[config.mk]
export PLATFORM = sky130hd
export DESIGN_NAME = input_debounce_pio
export DESIGN_NICKNAME = d
export VERILOG_FILES = /design/src/rtl/input_debounce_pkg.sv /design/src/rtl/debounce_chan.sv /design/src/rtl/input_debounce_pio.sv
export SDC_FILE = /design/constraint.sdc
export NUM_CORES = 1
export LEC_CHECK = 0
export CORE_ASPECT_RATIO = 1.75
export CORE_MARGIN = 5
export CORE_UTILIZATION = 45
export CTS_BUF_LIST = sky130_fd_sc_hd__clkbuf_8 sky130_fd_sc_hd__clkbuf_16
export CTS_CLUSTER_SIZE = 14
export DETAILED_ROUTE_END_ITERATION = 12
export DONT_BUFFER_PORTS = 1
export PLACE_DENSITY = 0.73
export REMOVE_ABC_BUFFERS = 1
export SETUP_SLACK_MARGIN = 0.5
export SYNTH_ARGS = -nofsm -noshare
export SYNTH_HDL_FRONTEND = slang
export SYNTH_HIERARCHICAL = 1
export SYNTH_SLANG_ARGS = --single-unit
[constraint.sdc]
create_clock -name clk -period 1.9 [get_ports clk]
set_clock_uncertainty 0.05 [all_clocks]
set_input_delay 0.285 -clock clk [delete_from_list [all_inputs] [get_ports clk]]
set_output_delay 0.285 -clock clk [all_outputs]
set_load 0.1 [all_outputs]
[src/rtl/input_debounce_pkg.sv]
// Shared register addresses and sizing helper for the input_debounce_pio block.
package input_debounce_pkg;

    localparam logic [1:0] ADDR_LEVEL = 2'd0;
    localparam logic [1:0] ADDR_EDGE  = 2'd1;
    localparam logic [1:0] ADDR_MASK  = 2'd2;
    localparam logic [1:0] ADDR_RAW   = 2'd3;

    function automatic int cnt_width(input int stable_cycles);
        int w;
        w = $clog2(stable_cycles + 1);
        if (w < 1) w = 1;
        return w;
    endfunction

endpackage

[src/rtl/debounce_chan.sv]
// One input channel: polarity fix, 2-flop synchronizer, counter debounce and edge pulse.
// Build with INPUT_DEBOUNCE_BYPASS_EN defined to drop the counter (level follows sync2).
module debounce_chan
    import input_debounce_pkg::*;
#(
    parameter int   STABLE_CYCLES = 50000,
    parameter logic INVERT        = 1'b0
) (
    input  logic i_clk,
    input  logic i_reset,
    input  logic i_raw,
    output logic o_sync,
    output logic o_level,
    output logic o_edge
);

    logic w_inv;
    logic r_sync1;
    logic r_sync2;
    logic r_level;

    assign w_inv = i_raw ^ INVERT;

    always_ff @(posedge i_clk or posedge i_reset) begin
        if (i_reset) begin
            r_sync1 <= 1'b0;
            r_sync2 <= 1'b0;
        end else begin
            r_sync1 <= w_inv;
            r_sync2 <= r_sync1;
        end
    end

`ifdef INPUT_DEBOUNCE_BYPASS_EN
    assign o_edge = (r_sync2 != r_level);

    always_ff @(posedge i_clk or posedge i_reset) begin
        if (i_reset) r_level <= 1'b0;
        else         r_level <= r_sync2;
    end
`else
    localparam int CNT_W = cnt_width(STABLE_CYCLES);
    localparam logic [CNT_W-1:0] LAST = CNT_W'(STABLE_CYCLES - 1);

    logic [CNT_W-1:0] r_cnt;
    logic             w_differ;
    logic             w_done;

    assign w_differ = (r_sync2 != r_level);
    assign w_done   = w_differ && (r_cnt == LAST);
    assign o_edge   = w_done;

    // Any cycle where sync2 agrees with the level restarts the stability window.
    always_ff @(posedge i_clk or posedge i_reset) begin
        if (i_reset) begin
            r_cnt   <= '0;
            r_level <= 1'b0;
        end else if (!w_differ) begin
            r_cnt   <= '0;
        end else if (w_done) begin
            r_level <= r_sync2;
            r_cnt   <= '0;
        end else begin
            r_cnt   <= r_cnt + CNT_W'(1);
        end
    end
`endif

    assign o_sync  = r_sync2;
    assign o_level = r_level;

endmodule

[src/rtl/input_debounce_pio.sv]
// Avalon-MM debounced KEY/SW PIO: per-channel conditioning, sticky edge capture, maskable irq.
// INPUT_DEBOUNCE_BYPASS_EN selects the counter-free channel variant for fast simulation.
module input_debounce_pio
    import input_debounce_pkg::*;
#(
    parameter int               WIDTH         = 14,
    parameter int               STABLE_CYCLES = 50000,
    parameter logic [WIDTH-1:0] INVERT_MASK   = WIDTH'(14'h000F)
) (
    input  logic             clk,
    input  logic             reset,
    input  logic [WIDTH-1:0] raw_in,
    input  logic [1:0]       address,
    input  logic             chipselect,
    input  logic             read,
    input  logic             write,
    input  logic [31:0]      writedata,
    output logic [31:0]      readdata,
    output logic             irq,
    output logic [WIDTH-1:0] level_out
);

    logic [WIDTH-1:0] w_sync;
    logic [WIDTH-1:0] w_level;
    logic [WIDTH-1:0] w_edge;
    logic [WIDTH-1:0] w_clr;
    logic [31:0]      w_rd_mux;
    logic             w_wr;
    logic             w_unused;

    logic [WIDTH-1:0] r_edge_cap;
    logic [WIDTH-1:0] r_irq_mask;
    logic [31:0]      r_readdata;

    for (genvar i = 0; i < WIDTH; i++) begin : g_chan
        debounce_chan #(
            .STABLE_CYCLES (STABLE_CYCLES),
            .INVERT        (INVERT_MASK[i])
        ) u_chan (
            .i_clk   (clk),
            .i_reset (reset),
            .i_raw   (raw_in[i]),
            .o_sync  (w_sync[i]),
            .o_level (w_level[i]),
            .o_edge  (w_edge[i])
        );
    end

    assign w_wr     = chipselect & write;
    assign w_clr    = (w_wr && address == ADDR_EDGE) ? writedata[WIDTH-1:0] : '0;
    assign w_unused = &{1'b0, writedata[31:WIDTH]};

    always_comb begin
        w_rd_mux = '0;
        case (address)
            ADDR_LEVEL: w_rd_mux[WIDTH-1:0] = w_level;
            ADDR_EDGE:  w_rd_mux[WIDTH-1:0] = r_edge_cap;
            ADDR_MASK:  w_rd_mux[WIDTH-1:0] = r_irq_mask;
            ADDR_RAW:   w_rd_mux[WIDTH-1:0] = w_sync;
            default:    w_rd_mux = '0;
        endcase
    end

    // A new edge on the same bit as a write-1-to-clear keeps the bit set.
    always_ff @(posedge clk or posedge reset) begin
        if (reset) begin
            r_edge_cap <= '0;
            r_irq_mask <= '0;
            r_readdata <= '0;
        end else begin
            r_edge_cap <= (r_edge_cap & ~w_clr) | w_edge;
            if (w_wr && address == ADDR_MASK)
                r_irq_mask <= writedata[WIDTH-1:0];
            if (chipselect && read)
                r_readdata <= w_rd_mux;
        end
    end

    assign readdata  = r_readdata;
    assign level_out = w_level;
    assign irq       = |(r_edge_cap & r_irq_mask);

endmodule
# After elaboration in Yosys (flattened, before gate mapping)
# Cells that the tools add are included.
[word_totals]
reg_bits = 308
inputBits = 53
out_inout_bits = 47
[op_classes]
addsub = 14
eq_ne = 31
n_mux = 30
bitwise = 9
reduce_logical = 33
[ops]
columns = ["cell", "n"]
rows = [
  ["$mux 16", 28],
  ["$add 16x1->16 const B", 14],
  ["$eq 16x16->1 const B", 14],
  ["$pmux 14 s4", 1],
  ["$and 14x14->14", 2],
  ["$reduce_and 2->1", 14],
  ["$logic_and 1x1->1", 17],
  ["$mux 14", 1],
  ["$ne 1x1->1", 14],
  ["$not 14->14", 1],
  ["$or 14x14->14", 1],
  ["$reduce_or 14->1", 1],
  ["$eq 2x2->1 const B", 2],
  ["$not 1->1", 4],
  ["$eq 2x1->1 const B", 1],
  ["$logic_not 2->1", 1],
  ["$and 1x1->1", 1],
]

# Depth between registers and ports, before layout
# Gate-level depths: netlist of the first run.
[depth]
depth_word = 6
ltp_mapped = 6
mapped_depth_nobuf = 5

# Cells and area by module
# Netlist of the first run, hierarchy kept.
[by_module_without_submodules]
columns = ["module", "n_inst", "cells_each", "area_each_um2"]
rows = [
  ["debounce_chan (g_chan[10].u_chan ...)", 10, 84, 898.4],
  ["debounce_chan (g_chan[0].u_chan ...)", 4, 85, 902.1],
  ["input_debounce_pio", 1, 183, 2184.6],
]

# Worst setup path before layout of the first run
# OpenSTA, ideal clock, no wires.
[synth_path]
kind = "register -> output"
startpoint = "register r_edge_cap[7]"
endpoint = "output irq"
arrival_ps = 1727
required_time_ps = 1565
setup_slack_ps = -162
stages_incl_launch_ff = 4
n_path_buf = 0
path_cell_list = "dfrtp_1 > a22o_1 > a221oi_1 > nand4_1"
[synth_via]
elab_chain_cells = 2
[synth_rtl]
columns = ["element", "line", "source"]
rows = [
  ["from (decl)", "input_debounce_pio.sv:31", "logic [WIDTH-1:0] r_edge_cap;"],
  ["from (signal assigned)", "input_debounce_pio.sv:71", "r_edge_cap <= (r_edge_cap & ~w_clr) | w_edge;"],
  ["$and 14x14->14", "input_debounce_pio.sv:81", "assign irq = |(r_edge_cap & r_irq_mask);"],
  ["$reduce_or 14->1", "input_debounce_pio.sv:81", ""],
  ["to (decl)", "input_debounce_pio.sv:19", "output logic irq,"],
]
# No other way between the ends.

# Worst setup path after layout of the first run
[layout_path]
startpoint = "register r_edge_cap[3]"
endpoint = "output irq"
# The elaborated chain is that of the path after synthesis.

==> impl_summary.md, run 1 <==
Clock network
The TritonCTS clock tree is built. For the worst-skew pair, the clock arrives at the later sink with an insertion delay of 0.57 ns. Counting every sink on the clock net gives 308. Buffers inserted during clock tree synthesis total 29. The number of levels the H-tree was split into is 1.

The maximum clock path buffer count is 3. The root buffer cell chosen for the clock tree is sky130_fd_sc_hd__clkbuf_16. The CTS clock-pin slew for the worst setup and hold paths is 0.06 ns.

Routing
The first detailed-routing pass ran for 4 iterations. Dividing the detail-routed wire length by the instance count gives 18.2 µm. For this block, the routed nets add up to 38.0 mm of wire. The via density per instance is 5.52. After the first detailed-routing iteration, the DRC count stood at 667. In this run the remaining antenna-violating nets after routing total 0. The total via count in the routed design is 11500. The post-route DRC violation count is 0.

Worst setup path
In this run the worst path has a maximum fanout of 3. The worst setup path is of the flop to output pin kind. The worst setup path is launched from a flop.

The worst setup path is captured at an output pin. Data arrives at the worst endpoint at 1.89 ns. The required time reported for the critical path endpoint is 1.56 ns.

Logic synthesis
The distinct cell type count after synthesis is 36. The post-synthesis cell count is 1363. The synthesized design contains 0 enable-type register cells. The Yosys step of the flow raised 6 warnings.

The synthesized area divided by synthesized cell count is 10.8 µm². The netlist area before placement is 14800 µm². In this run, synthesis produced a sequential element count of 308. Sequential elements use 52.2% of the synthesized area. The flip-flop cell with the highest count after synthesis is sky130_fd_sc_hd__dfrtp_1. After synthesis, the share of flip-flops with an asynchronous set or reset is 100%.

Final layout
For this run, the post-layout net count is 1727. The final standard cell utilization of the core is 62.8%. The share of cells above drive strength 1 is 36.5%. After routing the design area is 20300 µm².

Fill cells in the final layout number 2249. The final cell count without fillers is 2084. Relative to the synthesized area, the layout overhead comes to 37.5%. In the layout the commonest cells are sky130_fd_sc_hd__dfrtp_1 (294), sky130_fd_sc_hd__buf_4 (187), sky130_fd_sc_hd__xnor2_1 (140), sky130_fd_sc_hd__nor2_4 (133). The most common cell after layout, fill and taps aside is sky130_fd_sc_hd__dfrtp_1.

Floorplan
The horizontal die dimension is 147 µm. The initial core utilization is 45.7%. The area enclosed by the die boundary is 36700 µm². The y dimension of the die is 250 µm. The core region is 32300 µm².

For this design the top-level I/O count stands at 100. The floorplan has 87 rows.

STA
The tightest slew margin relative to the limit is 2.52%. The setup violation total in the final timing report is 240. Setup repair after global routing could not meet its margin everywhere. The least setup slack across all paths after layout is -0.320 ns. The pin slew with the least headroom to its limit is 1.46 ns. The final count of hold timing violations is 0. After layout, the worst path uses 117% of the clock period. The smallest hold slack is 0.0303 ns. The number of max-slew violations in the final report was 0. The post-route minimum period is 2.22 ns.

In the final timing run, aggregate negative setup slack is -19.82 ns. Based on the critical path, the design can be clocked at up to 450 MHz.

Power
Per report_power, the clock group accounts for 40.6% of the total. Of the total power, combinational logic draws 11.2%. The post-route total power is 14.5 mW. The cell-internal power is 10.7 mW.

Sequential cells account for 48.3% of the total power. The switching share of power is 26.2%. The leakage component of the power is 8.37 nW.

The power per standard cell area is 714 nW/µm². The maximum vdd ir drop is 729 µV. The switching power total is 3.80 mW.

GRT
The initial antenna violation count is 3. The global route total overflow is 0. The first global-routing pass estimated 59.0 mm of wire. Entering global routing, the biggest net connects 25 pins. The overall global routing resource usage is 19.2%. The number of global-route vias before repair is 11800.

Worst hold path
The worst hold path belongs to the class primary input to flop.

Outcome
The checks that failed: negative setup slack. The flow ran to the end, but the final reports show violations.

Place
In this run the cell area measured after placement is 16200 µm². Port buffering added 0 buffers. The number of placed cells counting well taps is 1898. The global placer's final weighted congestion is 0.880. The post-placement worst setup slack is -0.0917 ns. Summed over all nets, the half-perimeter wirelength after detailed placement is 23.1 mm.

Job
The number of violations of the max-capacitance limit is 0.
## repair_timing
item,CTS,global route
endpoints found under the setup margin,281,580
pin swaps,148,100
resized for setup,252,250
setup buffers,35,49
hold buffers,32,0
cloned,14,1
endpoints found under the hold margin,338,0
## power by group through the flow
stage | sequential (mW) | clock (mW) | combinational [mW]
detailed placement | 7.08 | 0 | 1.09
CTS | 6.99 | 6.01 | 1.44
global route | 7.02 | 6.26 | 1.72
finish | 7.00 | 5.89 | 1.62
floorplan | 7.31 | 0 | 0.585
global placement | 7.07 | 0 | 1.06
## registers in the layout, indices dropped and copies added, names as in the netlist
signal / flops
g_chan.u_chan/r_cnt: 224
g_chan.u_chan/o_level: 14
g_chan.u_chan/o_sync: 14
g_chan.u_chan/r_sync1: 14
r_edge_cap: 14
r_irq_mask: 14
readdata: 14
## final timing paths
kind / slack [ns] / startpoint / cells past startpoint / endpoint
max: -0.32 / r_edge_cap[3] / 4 / irq
min: 0.03 / address[0] / 3 / readdata[2]
max reg2reg: -0.16 / g_chan[13].u_chan/r_cnt[7] / 5 / g_chan[13].u_chan/r_cnt[10]
min reg2reg: 0.27 / g_chan[7].u_chan/r_sync1 / 0 / g_chan[7].u_chan/o_sync
max in group asynchronous: 0.88 / reset / 3 / r_edge_cap[2]
min in group asynchronous: 0.35 / reset / 2 / g_chan[7].u_chan/o_sync
## synthesized netlist by cell type, types with 18 or more instances
cell                      instances  area (µm²)
sky130_fd_sc_hd__a21o_1          28         210
sky130_fd_sc_hd__buf_4           18         135
sky130_fd_sc_hd__buf_6           19         214
sky130_fd_sc_hd__dfrtp_1        308        7710
sky130_fd_sc_hd__inv_1           33         124
sky130_fd_sc_hd__mux2i_1         28         280
sky130_fd_sc_hd__nand2_1         71         267
sky130_fd_sc_hd__nand3_1         71         355
sky130_fd_sc_hd__nand4_1         57         357
sky130_fd_sc_hd__nor2_1         238         893
sky130_fd_sc_hd__nor3_1          42         210
sky130_fd_sc_hd__nor4_1          56         350
sky130_fd_sc_hd__or4b_1          28         280
sky130_fd_sc_hd__xnor2_1        140        1230
sky130_fd_sc_hd__xor2_1          70         613
## cell families after synthesis
logic type	Yosys count	synth area share [%]
buffers and inverters	74	3.40
and+or+nand+nor	651	24.0
AOI/OAI and AO/OA	49	2.39
DFF	308	52.2
muxes	56	4.39
xor gates and xnor gates	210	12.4
adders and majority gates	14	1.19
other	1	0.0254
## cell type report
| cell class | instances | area (µm²) | share of cell area [%] |
|---|---|---|---|
| clock buffers | 34 | 795 | 3.91 |
| clock inverters | 18 | 166 | 0.819 |
| flip-flops and latches | 308 | 7720 | 38.0 |
| repair inverters | 1 | 3.75 | 0.0185 |
| well taps | 400 | 500 | 2.46 |
| diodes | 3 | 7.51 | 0.0370 |
| inverters | 33 | 140 | 0.690 |
| repair buffers | 275 | 2680 | 13.2 |
| multi-input cells | 1012 | 8290 | 40.8 |
## critical path: stages, from the launching register on
cell and delay [ns]:
sky130_fd_sc_hd__dfrtp_1 0.40, sky130_fd_sc_hd__a22oi_2 0.27, sky130_fd_sc_hd__and3_4 0.23, sky130_fd_sc_hd__nand4_1 0.19, sky130_fd_sc_hd__buf_12 0.24
## routing by layer
metal | share of wire [%] | GRT usage (%) | vias up
met5 | 0 | 0 | -
met4 | 3.2 | 6.85 | 0
met3 | 4.5 | 2.79 | 81
met2 | 55 | 36.1 | 276
met1 | 37 | 22.0 | 5796
li1 | - | - | 5342
Note: power is estimated with default switching activity, not from simulation.
==> inputs of run 2 (changes only) <==
CORE_ASPECT_RATIO = unset   (was 1.75)
SLEW_MARGIN = 20   (was unset)
==> run 2 against run 1 <==
Against the previous run:
- the flow still finishes with violations (negative setup slack)
- die area is 0.39% lower
- maximum frequency is 2.5% higher
- clock-buffer cell count is 11 higher
- combinational power hardly changed
- global-route usage is 0.29 points lower
- core utilization is 0.64 points higher
- via count is 2.8% higher
- sequential share of layout area is 0.52 points lower
- largest power group unchanged
==> impl_summary.md, run 2 (synthesized netlist as in run 1, its figures left out) <==
STA
Hold timing on the final database bottoms out at a slack of 0.0603 ns. Once routing completed, OpenROAD measured the worst setup slack at -0.266 ns. The tightest slew margin relative to the limit is 0.925%. The routed design could run at a clock period as short as 2.17 ns. The maximum frequency from static timing analysis is 462 MHz. The total negative slack is -23.68 ns.

The setup violation total in the final timing report is 242. In the finished design, the share of the clock period the worst path needs comes to 114%. The final count of hold timing violations came to 0. For the pin with the worst max-slew slack, the measured transition is 1.48 ns. The number of max-slew violations in the final report came to 0. Setup repair after global routing could not meet its margin everywhere.

Final layout
The most common cell after layout, fill and taps aside is sky130_fd_sc_hd__dfrtp_1. From synthesis to final layout, the design area changed by 39.4%. The share of cells above drive strength 1 is 36.2%. The final-stage net count is 1733.

g_chan.u_chan/r_cnt holds more flip-flops than any other register. Summing all non-filler instances in the final layout gives an area of 20600 µm². The register with the most flip-flops in the layout has 224 of them. In the layout the commonest cells are sky130_fd_sc_hd__dfrtp_1 (293), sky130_fd_sc_hd__buf_4 (180), sky130_fd_sc_hd__xnor2_1 (140), sky130_fd_sc_hd__nor2_4 (119). The count of filler cells inserted in the layout is 2173.

The final standard cell utilization of the core is 63.5%.

Power
Net switching is 25.0% of the power. Summed over all cells, the static leakage comes to 8.51 nW. In this run the power density over the cells is 756 nW/µm². The maximum vdd ir drop is 485 µV.

The cell-internal power is 11.7 mW. The clock network is responsible for 44.7% of the overall power. Combinational logic burns 10.4% of the power. Summed over all nets, the switching power comes to 3.89 mW.

The post-route total power is 15.6 mW. Per report_power, the sequential group accounts for 45.0% of the total.

Worst setup path
The startpoint identified for the worst register-to-register timing path is g_chan[4].u_chan/r_cnt[11]. By startpoint and endpoint, the worst setup path is classified as flop to output pin. The worst reg-to-reg setup slack is -0.18 ns. Data arrives at the worst endpoint at 1.83 ns. Along the worst path, the maximum fanout reaches 2. The capturing element type of the critical path is an output pin. For the worst flop-to-flop path, the logic depth is 3. Data on the critical path is required at its endpoint by 1.56 ns.

The worst register-to-register path ends at g_chan[4].u_chan/o_level. The worst setup path is launched from a flop.

Routing
The overall routed net length is 39.8 mm. The first TritonRoute pass finished after 5 iterations. The routed layout has 11800 vias.

In the routed design, unresolved DRC markers number 0. The average routed wire per standard cell is 18.7 µm. After detailed routing, the number of vias per cell comes to 5.54. The post-detailed-route count of antenna-violating nets is 0.

The violation count after the first detailed-route iteration is 1066.

Floorplan
The initialized floorplan defines 66 standard-cell rows. The die covers 36600 µm². 100 I/O pins were placed. The initial core utilization is 45.5%.

The core outline area is 32500 µm². The floorplan step set the die width to 191 µm. The y dimension of the die is 191 µm.

Outcome
The flow ran to the end, but the final reports show violations. The checks that failed: negative setup slack.

Place
The detailed placer's ending HPWL is 21.1 mm. The count of input and output buffers is 0. After detailed placement, the total cell area comes to 16200 µm². Routability-driven placement finished with a final weighted congestion of 0.834.

Worst hold path
The class of the worst hold path is primary input to flop. The startpoint identified for the worst hold timing path is address[0]. The path with the worst hold slack has its endpoint at readdata[0]. The number of stages on the worst hold path is 3.

Clock network
The TritonCTS clock tree is built. The number of levels the H-tree was split into is 2. The clock root buffer master is sky130_fd_sc_hd__clkbuf_16.

The CTS clock-pin slew for the worst setup and hold paths is 0.06 ns. The clock latency on the worst-skew pair is 0.50 ns. The clock passes through at most 3 buffers. Clock tree synthesis found a total of 308 sinks.

The number of buffers inserted during clock tree synthesis is 34.

Job
The number of violations of the max-capacitance limit is 0.

GRT
The first global-routing pass estimated 57.2 mm of wire. The total overflow left after global routing is 0. Entering global routing, the biggest net connects 36 pins. The number of global-route vias before repair came to 11300. The initial antenna violation count is 3.

Global routing consumed, over all layers together, 18.9% of the routing resources.
run 2: changes by cell type in the layout (fill, tap and decap cells not counted), sizes merged, moves of 2 or more:
cell / change
clkbuf: +11
buf: +5
dlymetal6s4s: -2
clkinv: -5
run 2: how the worst max path moves through the flow:
stage,cells after the start,slack (ns),to,start
finish,5,-0.27,irq,r_edge_cap[7]
global route,5,-0.31,irq,r_edge_cap[7]
CTS,5,-0.29,irq,r_irq_mask[7]
detailed placement,3,-0.08,g_chan[6].u_chan/o_level,g_chan[6].u_chan/r_cnt[5]
global placement,3,-0.07,g_chan[3].u_chan/o_level,g_chan[3].u_chan/r_cnt[5]
floorplan,3,-0.16,irq,r_edge_cap[7]
run 2: stage by stage:
stage	cells	setup WS [ns]
finish	2132	-0.266
global route	2132	-0.314
CTS	2077	-0.285
detailed placement	1943	-0.0846
global placement	1943	-0.0724
floorplan	1339	-0.162
run 2: cell type report:
| type | instances | area (µm²) | area share, % |
|---|---|---|---|
| diodes | 2 | 5.00 | 0.0243 |
| inverters | 33 | 143 | 0.692 |
| flip-flops and latches | 308 | 7730 | 37.5 |
| clock inverters | 13 | 158 | 0.765 |
| well taps | 442 | 553 | 2.68 |
| clock buffers | 45 | 1040 | 5.03 |
| repair buffers | 277 | 2800 | 13.6 |
| multi-input cells | 1012 | 8180 | 39.7 |
run 2: layer usage:
metal	global-route usage [%]	vias up	wire length, µm	part of all wire [%]
li1	-	5360	-	-
met1	24.6	5984	16000	40
met2	31.6	350	20500	51
met3	3.14	116	1690	4.2
met4	7.76	2	1650	4.1
met5	0	-	13	0.033
run 2: timing repair:
action / in CTS / in global routing
endpoints found under the setup margin: 281 / 547
pin swaps: 125 / 121
hold buffers: 29 / 0
gates resized for setup: 215 / 256
setup buffers: 34 / 52
endpoints found under the hold margin: 350 / 0
gates cloned: 13 / 1
run 2: power by group through the flow:
stage / Sequential, mW / Clock (mW) / Combinational, mW
6_report: 7.00 / 6.96 / 1.61
5_1_grt: 7.02 / 7.34 / 1.70
4_1_cts: 6.97 / 7.03 / 1.39
3_5_place_dp: 7.07 / 0 / 1.09
3_3_place_gp: 7.05 / 0 / 1.07
2_1_floorplan: 7.31 / 0 / 0.585
run 2: worst max-delay path: stages (launching register included):
cell                       delay (ns)
sky130_fd_sc_hd__dfrtp_1         0.38
sky130_fd_sc_hd__a22o_1          0.26
sky130_fd_sc_hd__a221oi_2        0.17
sky130_fd_sc_hd__buf_4           0.16
sky130_fd_sc_hd__nand4_1         0.14
sky130_fd_sc_hd__buf_12          0.21
